==> src/rtl/matrix_uart_printer.sv <==
// matrix_uart_printer
// Walks a stored matrix in row-major order through the storage read port and
// streams every element to the UART transmitter as unsigned decimal ASCII.
// Columns are separated by a space and each row ends with CR LF.
//
// Ports
//   clk, rst              clock, synchronous active-high reset
//   start                 one-cycle print request, taken only when idle
//   mat_id, dim_m, dim_n  matrix id and row/column count, sampled with start
//   rd_req, rd_id,        read request (held until rd_valid) and element
//   rd_row, rd_col          address
//   rd_valid, rd_data     read response strobe and element value
//   tx_data, tx_start     byte to transmit and its one-cycle strobe
//   tx_busy               transmitter busy
//   busy                  print in progress
//   done, err             one-cycle completion / abort pulses
//
// state   | meaning
// --------+-----------------------------------------------------------
// IDLE    | waiting for start
// CHECK   | validate the latched dimensions
// REQ     | read outstanding, timeout timer running
// CONV    | turn the captured element into its byte queue
// EMIT    | strobe the queue head once the transmitter is free
// WAIT_TX | wait for the transmitter to take the byte, then pop
// DONE    | done pulse
// ERR     | err pulse

module matrix_uart_printer #(
  parameter int MAX_DIM    = 5,
  parameter int ID_W       = 4,
  parameter int DIM_W      = 3,
  parameter int RD_TIMEOUT = 255
) (
  input  logic             clk,
  input  logic             rst,
  input  logic             start,
  input  logic [ID_W-1:0]  mat_id,
  input  logic [DIM_W-1:0] dim_m,
  input  logic [DIM_W-1:0] dim_n,
  output logic             rd_req,
  output logic [ID_W-1:0]  rd_id,
  output logic [DIM_W-1:0] rd_row,
  output logic [DIM_W-1:0] rd_col,
  input  logic             rd_valid,
  input  logic [7:0]       rd_data,
  output logic [7:0]       tx_data,
  output logic             tx_start,
  input  logic             tx_busy,
  output logic             busy,
  output logic             done,
  output logic             err
);

  localparam int               TMR_W    = $clog2(RD_TIMEOUT + 1);
  // Down-counter loaded on entry to REQ; reaching zero still unanswered
  // means rd_req has been high for RD_TIMEOUT cycles.
  localparam logic [TMR_W-1:0] TMR_LOAD = TMR_W'(RD_TIMEOUT - 1);
  localparam logic [DIM_W-1:0] DIM_MAX  = DIM_W'(MAX_DIM);
  localparam logic [DIM_W-1:0] ONE      = DIM_W'(1);
  localparam logic [7:0]       ASCII_0  = 8'h30;

  typedef enum logic [2:0] {
    S_IDLE, S_CHECK, S_REQ, S_CONV, S_EMIT, S_WAIT_TX, S_DONE, S_ERR
  } state_t;

  state_t           state;
  logic [DIM_W-1:0] dim_m_q;
  logic [DIM_W-1:0] dim_n_q;
  logic [TMR_W-1:0] tmr;
  logic [7:0]       val_q;
  logic [7:0]       q [0:4];
  logic [2:0]       q_len;
  logic [2:0]       q_head;
  logic             wait_first;

  logic             last_col;
  logic             last_row;
  logic             dims_bad;
  logic [7:0]       hund;
  logic [7:0]       tens;
  logic [7:0]       ones;
  logic [2:0]       n_dig;
  logic [2:0]       len_next;
  logic [7:0]       q_next [0:4];

  assign last_col = (rd_col == dim_n_q - ONE);
  assign last_row = (rd_row == dim_m_q - ONE);
  assign dims_bad = (dim_m_q == '0) || (dim_n_q == '0) ||
                    (dim_m_q > DIM_MAX) || (dim_n_q > DIM_MAX);

  // Decimal text for the captured element plus its separator.
  always_comb begin
    hund     = val_q / 8'd100;
    tens     = (val_q / 8'd10) % 8'd10;
    ones     = val_q % 8'd10;
    n_dig    = 3'd1;
    len_next = 3'd2;
    for (int i = 0; i < 5; i++) q_next[i] = 8'h00;
    if (hund != 8'd0) begin
      q_next[0] = ASCII_0 + hund;
      q_next[1] = ASCII_0 + tens;
      q_next[2] = ASCII_0 + ones;
      n_dig     = 3'd3;
    end else if (tens != 8'd0) begin
      q_next[0] = ASCII_0 + tens;
      q_next[1] = ASCII_0 + ones;
      n_dig     = 3'd2;
    end else begin
      q_next[0] = ASCII_0 + ones;
      n_dig     = 3'd1;
    end
    if (last_col) begin
      q_next[n_dig]        = 8'h0D;
      q_next[n_dig + 3'd1] = 8'h0A;
      len_next             = n_dig + 3'd2;
    end else begin
      q_next[n_dig] = 8'h20;
      len_next      = n_dig + 3'd1;
    end
  end

  always_ff @(posedge clk) begin
    if (rst) begin
      state      <= S_IDLE;
      rd_req     <= 1'b0;
      rd_id      <= '0;
      rd_row     <= '0;
      rd_col     <= '0;
      tx_data    <= 8'h00;
      tx_start   <= 1'b0;
      busy       <= 1'b0;
      done       <= 1'b0;
      err        <= 1'b0;
      dim_m_q    <= '0;
      dim_n_q    <= '0;
      tmr        <= '0;
      val_q      <= 8'h00;
      q_len      <= 3'd0;
      q_head     <= 3'd0;
      wait_first <= 1'b0;
      for (int i = 0; i < 5; i++) q[i] <= 8'h00;
    end else begin
      tx_start <= 1'b0;
      done     <= 1'b0;
      err      <= 1'b0;
      case (state)
        S_IDLE: begin
          if (start) begin
            rd_id   <= mat_id;
            dim_m_q <= dim_m;
            dim_n_q <= dim_n;
            busy    <= 1'b1;
            state   <= S_CHECK;
          end
        end
        S_CHECK: begin
          if (dims_bad) begin
            err   <= 1'b1;
            busy  <= 1'b0;
            state <= S_ERR;
          end else begin
            rd_row <= '0;
            rd_col <= '0;
            rd_req <= 1'b1;
            tmr    <= TMR_LOAD;
            state  <= S_REQ;
          end
        end
        S_REQ: begin
          // A response on the terminal cycle still wins over the timeout.
          if (rd_valid) begin
            val_q  <= rd_data;
            rd_req <= 1'b0;
            state  <= S_CONV;
          end else if (tmr == '0) begin
            rd_req <= 1'b0;
            err    <= 1'b1;
            busy   <= 1'b0;
            state  <= S_ERR;
          end else begin
            tmr <= tmr - 1'b1;
          end
        end
        S_CONV: begin
          q      <= q_next;
          q_len  <= len_next;
          q_head <= 3'd0;
          state  <= S_EMIT;
        end
        S_EMIT: begin
          if (!tx_busy) begin
            tx_data    <= q[q_head];
            tx_start   <= 1'b1;
            wait_first <= 1'b1;
            state      <= S_WAIT_TX;
          end
        end
        S_WAIT_TX: begin
          // The transmitter raises tx_busy a cycle after the strobe, so the
          // first cycle here cannot be trusted.
          if (wait_first) begin
            wait_first <= 1'b0;
          end else if (!tx_busy) begin
            if (q_head + 3'd1 != q_len) begin
              q_head <= q_head + 3'd1;
              state  <= S_EMIT;
            end else if (last_col && last_row) begin
              done  <= 1'b1;
              busy  <= 1'b0;
              state <= S_DONE;
            end else begin
              if (last_col) begin
                rd_row <= rd_row + ONE;
                rd_col <= '0;
              end else begin
                rd_col <= rd_col + ONE;
              end
              rd_req <= 1'b1;
              tmr    <= TMR_LOAD;
              state  <= S_REQ;
            end
          end
        end
        S_DONE:  state <= S_IDLE;
        S_ERR:   state <= S_IDLE;
        default: state <= S_IDLE;
      endcase
    end
  end

endmodule

==> config.mk <==
export PLATFORM = sky130hd
export DESIGN_NAME = matrix_uart_printer
export DESIGN_NICKNAME = d
export VERILOG_FILES = /design/src/rtl/matrix_uart_printer.sv
export SDC_FILE = /design/constraint.sdc
export NUM_CORES = 1
export LEC_CHECK = 0
export CAP_MARGIN = 0
export CORE_MARGIN = 5
export CORE_UTILIZATION = 45
export CTS_CLUSTER_SIZE = 8
export DETAILED_ROUTE_END_ITERATION = 12
export GPL_ROUTABILITY_DRIVEN = 0
export GPL_TIMING_DRIVEN = 0
export PLACE_DENSITY_LB_ADDON = 0.15
export SLEW_MARGIN = 20
export SYNTH_ARGS = -nofsm -noshare
export SYNTH_HDL_FRONTEND = slang
export SYNTH_SLANG_ARGS = --single-unit
==> constraint.sdc <==
create_clock -name clk -period 3.6 [get_ports clk]
set_clock_uncertainty 0.2 [all_clocks]
set_input_delay 0.72 -clock clk [delete_from_list [all_inputs] [get_ports clk]]
set_output_delay 0.72 -clock clk [all_outputs]
set_load 0.05 [all_outputs]
==> reports/summary.txt, run 1 <==
Status -> finished, violations left
Failing checks -> negative setup slack
Ant. Diodes -> 0
Power Total -> 4323 uW
LEAKAGE -> 0.002531 uW
CP required -> 3.66 ns
Worst slew pin tran -> 0.7935 ns
Clk root buf -> clkbuf_16
Area grow syn2layout -> 30.42%
Syn_nets -> 717
CP Launch Type -> flip-flop
WL per Instance -> 18.15 um
Max Fanout on Critical Path -> 5
Drt pass-1 iters -> 5
Share of layout cells above drive strength 1 -> 20.58%
Minimum clock period -> 3.827 ns
Post-DP HPWL -> 11.42 mm
Cts hold-fix bufs -> 0
Iteration-0 DRC count of the detailed router -> 511
Number of synthesized register bits -> 83
Worst-path clk slew -> 0.07 ns
CORE AREA -> 11520 um2
RSZ-0062 raised after global routing -> yes
Fmax -> 261.3 MHz
Fraction of registers with async set/reset -> 0%
Kind of critical path -> flip-flop to flip-flop
Synth Warn # -> 0
Reg2reg setup slack -> -0.23 ns
Initial antenna violation count -> 0
Max VDD drop -> 0.5304 mV
Origin of the critical flop-to-flop path -> val_q[4]
IO Count -> 46
R2R cell count -> 16
CTS Sinks -> 83
Worst setup path startpoint -> val_q[4]
Final setup margin -> -0.2273 ns
Ys flop type -> dfxtp_1
Placed cell areas -> 6040 um2
Avg Inst Size Synth -> 7.909 um2
Worst r2r dst -> q[27]
Design Area, Final -> 6973 um2
Via count of the first global-routing pass -> 5197
Final Max Slew Viols -> 0
PortBufs -> 44
GR Overflow Total -> 0
Die area -> 14160 um2
H-tree levels -> 3
Pwr per Cell Area -> 620.0 nW/um2
WL final -> 16.44 mm
Final hold viol count -> 0
Die H -> 119 um
First-pass GRT wire length -> 26.32 mm
Slew HR -> 46.69%
Min-delay worst type -> flip-flop to flip-flop
Post-synthesis cell area -> 5346 um2
MaxCap Viol Count -> 0
Number of flops mapped to enable cells by yosys -> 0
Setup-failing EPs final -> 20
Starting Density -> 46.43%
Routed Antenna Nets -> 0
Largest net degree at the start of global routing -> 17
Sequential fraction of the synthesis area -> 31.08%
CTS Buf Count -> 9
Fill cell count -> 1000
# nets final -> 799
Critical path arrival -> 3.88 ns
Via-to-Cell Ratio -> 6.009
CP Capture Point -> q[27]
CTS Buffer Depth -> 2
TritonCTS clock tree -> built
All-Layer GR Usage -> 22.48%
Vias -> 5444
Synth cell types -> 83
Die width -> 119 um
Fraction of the cycle the final worst path needs -> 106.3%
Clock Latency Late Sink -> 0.34 ns
Mapped Cells -> 676
FP Rows -> 39
DRC viols -> 0
Worst setup EP type -> flip-flop
[Yosys cell counts, drive strengths merged, types with 9 or more instances]
cell     n  area share, %
dfxtp   83             31
xnor2   20            3.6
nor2b   10            1.2
o21ai   37            3.5
nand3   10            1.0
a31oi   11            1.3
xor2     9            1.5
nand2b   9            1.1
nor3    18            1.7
buf     21            2.9
clkbuf  29            2.0
nand2   68            4.8
a22oi   12            1.7
o211ai  10            1.6
a21oi   63            6.0
inv     26            1.8
a211oi  15            2.2
nor2    88            6.2
ha      18            4.2
mux2i   18            3.4
[registers in the layout (all words and copies together) (netlist names), 3 cells and up]
signal,count
val_q,8
dim_m_q,3
q_len,3
tx_data,8
rd_row,3
q,28
q_head,3
dim_n_q,3
tmr,8
rd_col,3
state,3
rd_id,4
[cells in the final DEF, fill, tap and decap left out, drive strengths merged, types with 3 or more instances in the layout]
cell type	count
nand3b	3
clkdlybuf4s50	44
a22oi	12
o2111ai	3
a221oi	4
nand4	3
o211ai	10
nand3	10
xor2	9
a21oi	63
o21ai	37
mux2i	18
or2	8
or4	3
a211oi	15
a21o	5
mux4	5
o21a	6
buf	48
dfxtp	83
xnor2	20
nand2b	9
inv	28
nor4b	3
ha	18
nand2	68
nor3	18
clkinv	3
o21bai	3
or4b	4
clkbuf	38
a311oi	7
nor2b	10
nor2	88
or3	5
a31oi	11
[through the flow]
step / hold WS, ns / util [%] / TNS, ns / worst slack [ns] / cells
after floorplan: 0.2205 / - / -0.4547 / -0.05806 / 676
after global placement: 0.2379 / 52.44 / -10.14 / -0.4923 / 863
after detailed placement: 0.2497 / 52.44 / -11.74 / -0.5516 / 863
after CTS: 0.2587 / 58.47 / -2.073 / -0.2510 / 900
after global routing: 0.2925 / 60.55 / -4.678 / -0.3221 / 906
final: 0.2692 / 60.55 / -2.881 / -0.2273 / 906
[worst min-delay path by stage]
stage           start     end  cells after the start  slack (ns)
3_5_place_dp     q[9]    q[9]                      2        0.25
3_3_place_gp    q[11]   q[11]                      2        0.24
5_1_grt         q[39]   q[39]                      1        0.29
2_1_floorplan   q[34]   q[34]                      2        0.22
6_report       rd_req  rd_req                      2        0.27
4_1_cts          q[9]    q[9]                      2        0.26
[power breakdown]
part | leakage (uW) | total (uW) | switching, uW | internal [uW]
Sequential | 0.000677 | 1210 | 123 | 1090
Clock | 0.000150 | 958 | 408 | 550
Combinational | 0.00170 | 2150 | 1270 | 887
[worst max-delay path: stages, from the launching register on]
cell and delay [ns]:
dfxtp_2 0.34, buf_6 0.13, or4b_4 0.53, o211ai_2 0.12
o31a_4 0.20, clkinv_4 0.05, ha_4 0.28, o21ai_2 0.05
a311o_1 0.39, nand2_2 0.13, a211oi_4 0.06, o221a_4 0.24
or3_4 0.36, a211oi_4 0.22, buf_4 0.16, nor2_4 0.05
a311oi_2 0.24
[logic make-up (layout without fill, tap and decap cells)]
| group | count (synthesis) | count (layout) | synth area share [%] |
|---|---|---|---|
| compound gates | 199 | 199 | 24.92 |
| xor+xnor | 30 | 30 | 5.547 |
| fa+ha+maj | 18 | 18 | 4.213 |
| buf+inv | 77 | 164 | 6.787 |
| flops | 83 | 83 | 31.08 |
| mux | 24 | 24 | 5.687 |
| other cells | 1 | 1 | 0.07014 |
| simple gates | 244 | 244 | 21.69 |
[metal layers]
layer | vias up | routed length (um) | global-route usage (%)
li1 | 2584 | - | -
met1 | 2605 | 7354 | 29.64
met2 | 215 | 7733 | 36.52
met3 | 40 | 872 | 4.597
met4 | 0 | 481 | 8.038
met5 | - | 0 | 0
[repair_timing]
action                                  in CTS  in global routing
buffers inserted                            20                  7
endpoints found under the setup margin      34                 39
gates cloned                                 2                  1
gates resized for setup                     46                 53
pin swaps                                   32                 25
[cell type report]
type / count / area [um2] / share of cell area (%)
Buffer: 47 / 272.8 / 3.912
Clock buffer: 9 / 225.2 / 3.230
Clock inverter: 7 / 82.58 / 1.184
Inverter: 27 / 110.1 / 1.579
Multi-Input combinational cell: 516 / 3765 / 53.99
Sequential cell: 83 / 1668 / 23.92
Tap cell: 143 / 178.9 / 2.566
Timing Repair Buffer: 74 / 670.6 / 9.618
(Power assumes the default switching activity.)
==> run 2, diff against run 1 <==
Settings changed: CTS_BUF_LIST set to sky130_fd_sc_hd__clkbuf_8 sky130_fd_sc_hd__clkbuf_16.
==> results of run 2 <==
Final layout, timing and power as in run 1 (identical DEF).
==> run 3, diff against run 2 <==
Settings changed: ABC_AREA set to 0, CORE_ASPECT_RATIO set to 1.4, GPL_ROUTABILITY_DRIVEN 0 to not set.
==> run 3 against run 2 <==
Against the previous run:
- the run still ends with negative setup slack left
- sequential power hardly changed
- flip-flop and latch count unchanged
- hold slack worse by 0.010 ns
- combinational power hardly changed
- register-to-register slack lost 0.09 ns
- fmax is 2.4% lower
- global-route usage grew 0.36 points
- sequential share of layout area down 0.33 points
- critical endpoint unchanged
==> reports/summary.txt, run 3 (synthesis gave the netlist of run 1 again) <==
Final hold viol count -> 0 (unchanged)
Design Area, Final -> 7093 um2 (+1.7%)
IO Count -> 46 (unchanged)
Via-to-Cell Ratio -> 5.880 (-2.1%)
Most common cell after layout, fill and taps aside -> nor2_1
Reg2reg setup slack -> -0.32 ns (-0.09 ns)
WL final -> 16.62 mm (+1.1%)
Die area -> 14190 um2 (+0.22%)
Power Total -> 4367 uW (+1.0%)
Worst r2r dst -> q[27]
CP required -> 3.64 ns (-0.02 ns)
H-tree levels -> 3 (unchanged)
PortBufs -> 44 (unchanged)
Worst setup path startpoint -> val_q[4]
Status -> finished, violations left
Min-delay worst type -> flip-flop to flip-flop
Initial antenna violation count -> 0 (unchanged)
LEAKAGE -> 0.002572 uW (+1.6%)
Worst-path clk slew -> 0.06 ns (about the same)
Vias -> 5374 (-1.3%)
Routed Antenna Nets -> 0 (unchanged)
Failing checks -> negative setup slack
Most flops, register -> q
Largest net degree at the start of global routing -> 16 (-1)
Final setup margin -> -0.3220 ns (-0.09469 ns)
CTS Buffer Depth -> 2 (unchanged)
Critical path arrival -> 3.96 ns (+0.08 ns)
CP Capture Point -> q[27]
Post-DP HPWL -> 12.05 mm (+5.5%)
Ant. Diodes -> 0 (unchanged)
Placed cell areas -> 6045 um2 (about the same)
Kind of critical path -> flip-flop to flip-flop
Die H -> 139.0 um (+17%)
Hold Crit Depth -> 2 (unchanged)
DRC viols -> 0 (unchanged)
GR Overflow Total -> 0 (unchanged)
Iteration-0 DRC count of the detailed router -> 263 (-49%)
CORE AREA -> 11760 um2 (+2.1%)
Share of layout cells above drive strength 1 -> 21.77% (+1.2 points)
Minimum clock period -> 3.922 ns (+0.09469 ns)
TritonCTS clock tree -> built
WHS -> 0.2587 ns (-0.01046 ns)
Max reg flops -> 28 (unchanged)
Die width -> 102.1 um (-14%)
Final Max Slew Viols -> 0 (unchanged)
First-pass GRT wire length -> 26.21 mm (-0.42%)
Fraction of the cycle the final worst path needs -> 108.9% (+2.6 points)
CP Launch Type -> flip-flop
Setup-failing EPs final -> 22 (+10%)
Drt pass-1 iters -> 5 (unchanged)
CTS Sinks -> 83 (unchanged)
Fmax -> 255.0 MHz (-2.4%)
Area grow syn2layout -> 32.67%
Via count of the first global-routing pass -> 5326 (+2.5%)
Final Wtd Congestion -> 0.8865
MaxCap Viol Count -> 0 (unchanged)
Pwr per Cell Area -> 615.7 nW/um2 (-0.70%)
Max Fanout on Critical Path -> 5 (unchanged)
Origin of the critical flop-to-flop path -> val_q[4]
All-Layer GR Usage -> 22.83% (+0.36 points)
Worst setup EP type -> flip-flop
Max VDD drop -> 0.4428 mV (-17%)
RSZ-0062 raised after global routing -> yes
Cts hold-fix bufs -> 0 (unchanged)
Layout Utilization -> 60.31% (-0.24 points)
Clock Latency Late Sink -> 0.34 ns (about the same)
# nets final -> 803 (+0.50%)
Starting Density -> 45.46% (-0.97 points)
CTS Buf Count -> 9 (unchanged)
Fill cell count -> 1051 (+5.1%)
R2R cell count -> 16 (unchanged)
Clk root buf -> clkbuf_16
WL per Instance -> 18.19 um (+0.23%)
Slew HR -> 29.55% (-17 points)
Setup WS pre-CTS -> -0.6316 ns (-0.07995 ns)
Worst slew pin tran -> 1.047 ns (+0.2536 ns)
Commonest non-fill, non-tap cells in the layout -> 84 x nor2_1, 78 x dfxtp_1, 65 x nand2_1
FP Rows -> 47 (+21%)
## run 3: cell types whose count changed in the layout (fill, tap and decap cells not counted), sizes merged
cell    previous run  this run
buf               48        53
inv               28        26
bufinv             1         2
clkbuf            38        37
clkinv             3         4
## run 3: area by class of cell
class                   count  area, um2  area share [%]
flip-flops and latches     83       1673           23.58
repair buffers             77      705.7           9.949
clock buffers               9      225.2           3.175
well taps                 147      183.9           2.593
plain buffers              48      294.0           4.145
multi-input cells         516       3800           53.57
inverters                  27      110.1           1.552
clock inverters             7      101.3           1.429
## run 3: stage by stage
step | std cells | setup TNS [ns]
floorplan | 676 | -0.4547
global placement | 867 | -10.46
detailed placement | 867 | -13.02
CTS | 902 | -2.579
global route | 914 | -6.416
finish | 914 | -4.055
## run 3: power breakdown
part / switching, uW / internal (uW) / total [uW]
sequential: 120 / 1090 / 1210
combinational: 1280 / 873 / 2150
clock: 392 / 614 / 1010
## run 3: timing repair
| item | 4_1_cts | 5_1_grt |
|---|---|---|
| gates resized for setup | 44 | 61 |
| cloned | 1 | 2 |
| pin swaps | 28 | 39 |
| setup buffers | 19 | 11 |
| endpoints found under the setup margin | 35 | 36 |
## run 3: routing by layer
| metal | routed length [um] | vias up | GRT usage [%] |
|---|---|---|---|
| met5 | 0 | - | 0 |
| met4 | 621 | 0 | 11.26 |
| met3 | 811 | 46 | 3.422 |
| met2 | 8635 | 184 | 39.84 |
| met1 | 6556 | 2552 | 26.53 |
| li1 | - | 2592 | - |
## run 3: worst max-delay path: stages, from the launching register on
cell and delay [ns]:
dfxtp_4 0.36, buf_6 0.13, or4b_4 0.52, o211ai_2 0.11
o31a_4 0.20, clkinv_4 0.05, ha_4 0.28, o21ai_2 0.06
a311o_1 0.42, nand2_2 0.12, a211oi_4 0.06, o221a_1 0.25
or3_4 0.43, a211oi_4 0.19, buf_4 0.16, nor2_4 0.05
a311oi_2 0.25
## run 3: worst min path at each step
stage	start	end	slack [ns]
final	q[34]	q[34]	0.26
after CTS	q[34]	q[34]	0.26
after detailed placement	q[34]	q[34]	0.25
after global placement	q[39]	q[39]	0.25
after floorplan	q[34]	q[34]	0.22
after global routing	q[34]	q[34]	0.27
